`src/rtl/rr_array_arbiter.sv`:
```
// rtl/rr_array_arbiter.sv - round-robin arbiter granting a shared systolic array to one requester at a time
// Two-state FSM: IDLE arbitrates from the one-hot pointer, BUSY holds the grant until done_i.
module rr_array_arbiter #(
  parameter int req_p  = 4,
  parameter int id_w_p = $clog2(req_p)
) (
  input  logic              clk_i,
  input  logic              reset_i,
  input  logic [req_p-1:0]  req_i,
  input  logic              done_i,
  output logic [req_p-1:0]  grant_o,
  output logic [id_w_p-1:0] grant_id_o,
  output logic              busy_o,
  output logic [req_p-1:0]  ptr_o
);

  typedef enum logic {IDLE_S, BUSY_S} state_e;

  state_e              state_q, state_d;
  logic [req_p-1:0]    grant_q, grant_d;
  logic [req_p-1:0]    ptr_q, ptr_d;
  logic [id_w_p-1:0]   grant_id_q, grant_id_d;
  logic [req_p-1:0]    win_oh;
  logic [id_w_p-1:0]   win_id;
  logic                found;
  int                  idx;

  // Scan from the hot pointer bit upward with wrap; the pointer is one-hot so one outer pass fires.
  always_comb begin
    win_oh = '0;
    win_id = '0;
    found  = 1'b0;
    idx    = 0;
    for (int s = 0; s < req_p; s++) begin
      if (ptr_q[s]) begin
        for (int k = 0; k < req_p; k++) begin
          idx = (s + k) % req_p;
          if (!found && req_i[idx]) begin
            found       = 1'b1;
            win_oh      = '0;
            win_oh[idx] = 1'b1;
            win_id      = idx[id_w_p-1:0];
          end
        end
      end
    end
  end

  always_comb begin
    state_d    = state_q;
    grant_d    = grant_q;
    grant_id_d = grant_id_q;
    ptr_d      = ptr_q;
    case (state_q)
      IDLE_S: begin
        if (found) begin
          state_d    = BUSY_S;
          grant_d    = win_oh;
          grant_id_d = win_id;
        end
      end
      BUSY_S: begin
        if (done_i) begin
          state_d    = IDLE_S;
          grant_d    = '0;
          grant_id_d = '0;
          ptr_d      = {grant_q[req_p-2:0], grant_q[req_p-1]};
        end
      end
      default: state_d = IDLE_S;
    endcase
  end

  always_ff @(posedge clk_i) begin
    if (reset_i) begin
      state_q    <= IDLE_S;
      grant_q    <= '0;
      grant_id_q <= '0;
      ptr_q      <= {{(req_p-1){1'b0}}, 1'b1};
    end else begin
      state_q    <= state_d;
      grant_q    <= grant_d;
      grant_id_q <= grant_id_d;
      ptr_q      <= ptr_d;
    end
  end

  assign grant_o    = grant_q;
  assign grant_id_o = grant_id_q;
  assign busy_o     = (state_q == BUSY_S);
  assign ptr_o      = ptr_q;

endmodule

```
`config.mk`:
```
export PLATFORM = sky130hd
export DESIGN_NAME = rr_array_arbiter
export DESIGN_NICKNAME = d
export VERILOG_FILES = /design/src/rtl/rr_array_arbiter.sv
export SDC_FILE = /design/constraint.sdc
export NUM_CORES = 1
export LEC_CHECK = 0
export CELL_PAD_IN_SITES_DETAIL_PLACEMENT = 1
export CELL_PAD_IN_SITES_GLOBAL_PLACEMENT = 2
export CORE_ASPECT_RATIO = 1.2
export CORE_MARGIN = 2
export CORE_UTILIZATION = 23
export CTS_CLUSTER_DIAMETER = 150
export DETAILED_ROUTE_END_ITERATION = 8
export PLACE_DENSITY = 0.82
export SLEW_MARGIN = 10
export SYNTH_ARGS = -nofsm -noshare
export SYNTH_HDL_FRONTEND = slang
export SYNTH_SLANG_ARGS = --single-unit
```
`constraint.sdc`:
```
create_clock -name clk_i -period 1.5 [get_ports clk_i]
set_input_delay 0.3 -clock clk_i [delete_from_list [all_inputs] [get_ports clk_i]]
set_output_delay 0.3 -clock clk_i [all_outputs]
set_load 0.01 [all_outputs]
```
==> results of run 1 <==
## sequential cells by signal, summed over array words and instances (netlist names)
| name | count |
|---|---|
| grant_id_o | 2 |
| grant_o | 4 |
| ptr_o | 4 |
| busy_o | 1 |
## final timing paths
check / slack [ps] / endpoint / cells past startpoint / from
max: 90 / grant_o[1]$_SDFFE_PP0P_ / 4 / ptr_o[2]$_SDFFE_PP0P_
min: 480 / grant_id_o[0]$_SDFFE_PP0P_ / 1 / grant_id_o[0]$_SDFFE_PP0P_
max reg2reg: 90 / grant_o[1]$_SDFFE_PP0P_ / 4 / ptr_o[2]$_SDFFE_PP0P_
min reg2reg: 480 / grant_id_o[0]$_SDFFE_PP0P_ / 1 / grant_id_o[0]$_SDFFE_PP0P_
## metal layers
| metal | vias to the layer above | routed length [microns] | GRT usage (%) |
|---|---|---|---|
| met3 | 4 | 55 | 3.271 |
| li1 | 384 | - | - |
| met5 | - | 0 | 0 |
| met2 | 13 | 1216 | 25.30 |
| met1 | 385 | 1073 | 17.77 |
| met4 | 0 | 57 | 8.438 |
## cell usage after synthesis (2+ instances only)
library cell and instances:
sky130_fd_sc_hd__nand3_1 5, sky130_fd_sc_hd__nor2_1 5, sky130_fd_sc_hd__nor2b_1 2, sky130_fd_sc_hd__buf_2 4, sky130_fd_sc_hd__a21oi_1 10, sky130_fd_sc_hd__a21o_1 2
sky130_fd_sc_hd__buf_6 2, sky130_fd_sc_hd__a221oi_1 2, sky130_fd_sc_hd__inv_1 3, sky130_fd_sc_hd__a211o_1 3, sky130_fd_sc_hd__a32o_1 4, sky130_fd_sc_hd__dfxtp_1 11
sky130_fd_sc_hd__nor4_1 3, sky130_fd_sc_hd__o21ai_0 5, sky130_fd_sc_hd__nand2_1 9, sky130_fd_sc_hd__clkbuf_1 3
## metrics by stage
step           instances  util, %  TNS (ps)
3_3_place_gp         147    34.66     -2225
4_1_cts              151    35.98         0
3_5_place_dp         147    34.66     -2636
6_report             151    37.43         0
5_1_grt              151    37.43         0
2_1_floorplan         87        -         0
## cell type report
| cell class | count | area share, % |
|---|---|---|
| clock buffer | 4 | 2.473 |
| inverter | 3 | 1.060 |
| multi-input combinational | 64 | 41.58 |
| sequential | 11 | 21.79 |
| tap | 34 | 4.005 |
| timing repair buffer | 35 | 29.09 |
## cells by family (layout without fill, tap and decap cells)
kind of cell | count (synthesis) | count (layout) | synth area share, %
compound gates | 32 | 32 | 33.03
buf+inv | 12 | 42 | 9.437
flops | 11 | 11 | 31.94
simple gates | 32 | 32 | 25.59
## timing repair
item,CTS,global route
pin swaps,1,0
gates resized for setup,19,10
endpoints found under the setup margin,13,10
## power by group through the flow
stage          sequential, mW  combinational (mW)  clock (mW)
5_1_grt                 0.338               0.247       0.234
6_report                0.334               0.227       0.216
3_3_place_gp            0.342               0.223           0
2_1_floorplan           0.338               0.120           0
3_5_place_dp            0.342               0.228           0
4_1_cts                 0.333               0.225       0.219
## worst reg2reg max path: cells and delay by family (launching register included)
| family | cells | cell delay (ps) |
|---|---|---|
| AO/OA/AOI/OAI | 2 | 300 |
| AND/OR/NAND/NOR | 2 | 670 |
| flip-flops | 1 | 380 |
==> results.txt, run 1 <==
For the worst setup path, the data required time is 1720 ps. For this design the total switching power over the nets is 247.7 uW. In this run the remaining antenna-violating nets after routing total 0.

The share of post-route cells with drive strength above 1 is 29.91%. The number of buffers created by CTS came out at 3. The worst vdd rail ir drop came out at 0.0003358 V. The setup path with the least slack is of type reg2reg. The number of hold violations in the final report came out at 0. The number of diodes added for antenna fixing came out at 0.

The kind of capture point of the worst setup path is a flip-flop. The critical path goes through or3_4 > o21ai_4 > and3b_4 > a32o_1. In the final layout, the multi-input gates occupy 441.7 sq um. The area after detailed placement is 983.4 sq um. The path class of the tightest hold or removal check is reg2reg. The top cell type by total area after synthesis is sky130_fd_sc_hd__dfxtp_1. The clock share of power is 27.8%. The critical path data arrival time came out at 1630 ps. The number of global-route vias before repair came out at 812. Internal power comes to 529.7 uW. The worst path meets setup with 92.55 ps of slack.

The largest incremental delay on the critical path came out at 420 ps. The global route total overflow is 0. The highest fanout seen on the critical path is 8. The fraction of synthesized cell area taken by the top area cell type came out at 31.94%. The switching share of total power is 31.87%. The synthesized area divided by synthesized cell count is 7.924 sq um. The worst-path cell with the longest stage delay is sky130_fd_sc_hd__or3_4. The maximum clock insertion buffer count came out at 2.

At the placement stage, the worst setup path has a slack of -425.4 ps. The number of buffers inserted for hold repair after clock tree synthesis is 0. The combinational fraction of design power is 29.2%. The horizontal extent of the die is 53.98 microns. The share of the Yosys chip area taken by registers is 31.94%. The total wirelength of the detailed-routed design came out at 2.402 mm. Together, buffers and inverters on the worst path number 0. The maximum number of pins on one net before global-route repair came out at 9. The power density over the cells came out at 731.8 nW/um^2. The root buffer cell chosen for the clock tree is sky130_fd_sc_hd__clkbuf_4. In the routed layout, each cell is associated on average with a via count of 5.205. The number of pins exceeding their max-slew limit in the final report is 0. The HPWL after detailed placement is 1.786 mm. The gate count after technology mapping is 87.

CTS built an H-tree with a depth of 1. Setup repair after global routing left no endpoint under its margin. The number of synthesized register bits came out at 11. Clock-pin slew was measured on the worst setup and hold paths at 80 ps. The pre-antenna-repair detailed-routing pass consisted of 4 iterations. The final weighted congestion in routability-driven placement came out at 0.8180.

In this run the tightest slew margin relative to its limit is 79.43%. The core area is 2838 sq um. The sequential cell area came out at 231.5 sq um. Summing every instance area after synthesis gives 689.4 sq um. The growth of design area from synthesis to finish is 54.08%. The minimum clock period came out at 1407 ps. The number of I/O pins is 18. The top cell family by delay on the critical path is simple AND/OR/NAND/NOR gates. Among all flip-flop cells after synthesis, the most frequent one is sky130_fd_sc_hd__dfxtp_1. The number of filler cells placed in the layout is 351. TritonCTS built the clock tree. The overall routing resource usage came out at 15.35%. For this configuration, the core starts out at a cell density of 24.29%.

The flow ran to the end, and the final reports show no timing, DRC or antenna violations. The finished cells cover 1062 sq um. When the netlist entered floorplanning its net count stood at 94. The warning count from the yosys run is 0. The total of max-cap violations came out at 0. The leakage power figure came out at 0.5047 nW. The count of buffers added by post-CTS timing repair for setup came out at 0.

The clock net in this run drives a total of 11 sinks. The area of the die came out at 3453 sq um. The net total in the final layout is 125. Timing would allow up to 710.5 MHz. The async set-or-reset flop fraction in the synthesized netlist came out at 0%.

STA classifies the critical path startpoint as a flip-flop. Yosys mapped the design onto 30 distinct sky130hd cell types. The number of enable flip-flop cells after synthesis came out at 0. The number of core rows is 21. The total number of vias is 786. The commonest non-fill, non-tap cell in the layout is sky130_fd_sc_hd__buf_4. The final number of setup-violating endpoints is 0. Sequential cells burn 43.0% of the power. On the final layout, the worst hold slack is 477.1 ps.

The detailed-route DRC error count came out at 0. The number of antenna violations at the first check in global routing came out at 0. Ranked by total cell area, the synthesized netlist is headed by sky130_fd_sc_hd__dfxtp_1, sky130_fd_sc_hd__a21oi_1, sky130_fd_sc_hd__a32o_1, sky130_fd_sc_hd__nand2_1, sky130_fd_sc_hd__a211o_1. The worst clock skew came out at 11.20 ps. The die extent in y came out at 63.98 microns. Leaving out fill and tap cells, the most frequent cells in the layout are sky130_fd_sc_hd__buf_4, sky130_fd_sc_hd__a21oi_1, sky130_fd_sc_hd__dlygate4sd2_1, sky130_fd_sc_hd__nand2_1, sky130_fd_sc_hd__dfxtp_1. The total chip power is 777.4 uW. The first-pass GRT wire length came out at 3.781 mm.

The number of buffers inserted by port buffering came out at 17. The first routing iteration left 22 violations. Dividing the detail-routed wire length by the instance count gives 15.91 microns. The ratio of final minimum period to clock period is 93.83%. The later-pin clock latency in the skew report is 280 ps. At the pin with the least slew margin, the transition time is 308.6 ps.
(Power assumes the default switching activity.)
==> run 2, diff against run 1 <==
==> constraint.sdc (replaced) <==
create_clock -name clk_i -period 1.29 [get_ports clk_i]
set_input_delay 0.258 -clock clk_i [delete_from_list [all_inputs] [get_ports clk_i]]
set_output_delay 0.258 -clock clk_i [all_outputs]
set_load 0.01 [all_outputs]
==> run 2 against run 1 <==
The run now ends with setup timing left. Via count is 3.4% higher. Fmax is 1.0% lower. Cell area is 4.4% higher. Die area stayed put. Setup slack worse by 220 ps. Critical path depth stayed put. Register-to-register slack worse by 220 ps. Global-route usage is 0.77 points higher. Critical path type unchanged. Largest cell class unchanged.
==> results.txt, run 2 (synthesis results as in run 1) <==
At the worst endpoint, the required time is 1510 ps. Per report_power, the combinational group accounts for 31.2% of the total. The number of antenna violations at the first check in global routing came out at 0. The detailed-route DRC error count is 0.

The critical path start-end classification is reg2reg. Based on the critical path, the design can be clocked at up to 703.4 MHz. The power density over the cells is 822.6 nW/um^2.

The worst reg-to-reg path cell count came out at 4. The internal portion of the total power is 625.5 uW. The area of the die came out at 3453 sq um. For this configuration, the core starts out at a cell density of 24.29%.

The area after detailed placement is 1007 sq um. The final number of setup-violating endpoints came out at 7. The startpoint identified for the worst register-to-register timing path is ptr_o[2]$_SDFFE_PP0P_. Measured along the y axis, the die boundary spans 63.98 microns. The maximum number of pins on one net before global-route repair is 9. The flow ran to the end, but the final reports show violations. Hold repair after CTS inserted 0 buffers.

STA puts the critical path data arrival time at 1640 ps. The worst vdd rail ir drop is 0.0003777 V. The clock network accounts for 26.4% of the total power.

The finished cells cover 1109 sq um. Leaving out fill and tap cells, the most frequent cell in the layout is sky130_fd_sc_hd__buf_4. The routed wire length on met3 is 83 microns. The number of iterations in the first detailed-routing pass came out at 4. The die is 53.98 microns wide. TritonCTS built the clock tree. The switching share of total power came out at 31.41%. The kind of start point of the critical path is a flip-flop. The slew at the pin with the worst max-slew slack came out at 308.3 ps. The total wirelength of the detailed-routed design came out at 2.495 mm. STA classifies the critical path endpoint as a flip-flop. The level count of the clock H-tree is 1.

The proportion of power drawn by flip-flops and latches came out at 42.4%. In the routed layout, each cell is associated on average with a via count of 5.146. The final weighted congestion in routability-driven placement is 0.8332.

The share of post-route cells with drive strength above 1 came out at 36.29%. The number of hold violations in the final report was 0. The total number of vias came out at 813. The overall routing resource usage is 16.12%. The beginning of the critical path is ptr_o[2]$_SDFFE_PP0P_. The slack of the worst reg-to-reg path is -130 ps.

The root buffer cell is sky130_fd_sc_hd__clkbuf_4. The number of sinks on the clock net is 11. The worst clock skew came out at 0.3214 ps. The number of filler cells placed in the layout came out at 342. The setup total negative slack is -689.0 ps. The worst max-slew margin expressed relative to the limit came out at 79.45%.

Leaving out fill and tap cells, the most frequent cells in the layout are sky130_fd_sc_hd__buf_4, sky130_fd_sc_hd__dlygate4sd2_1, sky130_fd_sc_hd__a21oi_1, sky130_fd_sc_hd__nand2_1, sky130_fd_sc_hd__dfxtp_1. The final standard cell utilization of the core is 39.07%. The number of buffers inserted by port buffering came out at 17. Dividing the detail-routed wire length by the instance count gives 15.79 microns.

The number of buffers created by CTS is 3. Of all nets on the critical path, the largest fanout is 8. The number of global-route vias before repair came out at 820. The growth of design area from synthesis to finish came out at 60.80%.

The leakage power figure is 0.4834 nW. The ratio of final minimum period to clock period came out at 110.2%. The final worst-path setup slack is -131.7 ps. The checks that failed: setup timing. The net total in the final layout is 132.

The number of core rows is 21. The first global-routing pass estimated 3.967 mm of wire. Setup repair after global routing could not meet its margin everywhere.

The switching power of the nets came out at 286.4 uW. The endpoint identified for the worst register-to-register timing path is grant_id_o[0]$_SDFFE_PP0P_. The number of I/O pins came out at 18. After clock tree synthesis, the clock-pin slew on the worst setup and hold paths is 70 ps.

The length of routed wiring on met1 is 1.056 mm. The core area came out at 2838 sq um. The tightest min-delay check is of the reg2reg type. The minimum clock period came out at 1422 ps. The maximum clock insertion buffer count is 2. The total of max-cap violations is 0. The met2 routed wirelength came out at 1.314 mm. The post-route worst hold slack is 490.7 ps. The global route total overflow came out at 0.

The number of diodes added for antenna fixing is 0. The total chip power is 911.9 uW. The later-pin clock latency in the skew report came out at 280 ps. The antenna violation net count after detailed routing is 0. In this run the top signal layer used is met4. The HPWL after detailed placement came out at 1.876 mm. The violation count after the first detailed-routing iteration came out at 27.

The number of pins exceeding their max-slew limit in the final report is 0. In this run the worst setup path terminates at grant_id_o[0]$_SDFFE_PP0P_.
==> run 2: cell types whose count changed in the layout (fill, tap and decap cells not counted), sizes merged <==
cell,previous run,this run
dlygate4sd2,10,13
dlymetal6s2s,5,0
clkdlybuf4s15,0,1
buf,18,26
==> run 2: cell type report <==
cell class                 count  area, sq um  share of cell area, %
clock buffer                   4        26.28                  2.370
inverter                       3        11.26                  1.016
multi-input combinational     64        450.4                  40.63
sequential                    11        234.0                  21.11
tap                           34        42.54                  3.837
timing repair buffer          42        344.1                  31.04
==> run 2: per-layer routing <==
metal / global-route usage, % / vias to the layer above
met4: 9.063 / 0
met2: 28.35 / 21
met5: 0 / -
li1: - / 395
met1: 18.01 / 390
met3: 1.636 / 7
==> run 2: critical path: stages (launching register included) <==
cell and delay [ps]:
sky130_fd_sc_hd__dfxtp_4 380, sky130_fd_sc_hd__or3_4 400, sky130_fd_sc_hd__o21ai_4 180, sky130_fd_sc_hd__and3b_4 260, sky130_fd_sc_hd__a32o_1 140
==> run 2: stage by stage <==
step | instances | worst slack [ps]
2_1_floorplan | 87 | -143.8
3_3_place_gp | 150 | -511.8
3_5_place_dp | 150 | -553.3
4_1_cts | 157 | -128.4
5_1_grt | 158 | -171.9
6_report | 158 | -131.7
==> run 2: worst min-delay path by stage <==
| stage | from | end | slack (ps) | depth (start not counted) |
|---|---|---|---|---|
| after CTS | grant_o[0]$_SDFFE_PP0P_ | ptr_o[1]$_SDFFE_PP0P_ | 500 | 2 |
| after global placement | grant_id_o[0]$_SDFFE_PP0P_ | grant_id_o[0]$_SDFFE_PP0P_ | 460 | 1 |
| after detailed placement | grant_o[0]$_SDFFE_PP0P_ | ptr_o[1]$_SDFFE_PP0P_ | 490 | 2 |
| final | grant_o[0]$_SDFFE_PP0P_ | ptr_o[1]$_SDFFE_PP0P_ | 490 | 2 |
| after global routing | grant_id_o[0]$_SDFFE_PP0P_ | grant_id_o[0]$_SDFFE_PP0P_ | 530 | 1 |
| after floorplan | done_i | ptr_o[2]$_SDFFE_PP0P_ | 420 | 2 |
==> run 2: power groups by stage <==
| stage | Sequential [mW] | Clock (mW) | Combinational, mW |
|---|---|---|---|
| global route | 0.391 | 0.258 | 0.311 |
| detailed placement | 0.397 | 0 | 0.276 |
| global placement | 0.394 | 0 | 0.272 |
| finish | 0.386 | 0.241 | 0.284 |
| floorplan | 0.394 | 0 | 0.140 |
| CTS | 0.387 | 0.238 | 0.280 |
==> run 2: repair_timing <==
item                       4_1_cts  5_1_grt
setup buffers                    3        1
hold endpoints to repair         0        0
pin swaps                        6        3
resized for setup               32        4
setup endpoints to repair       18        9
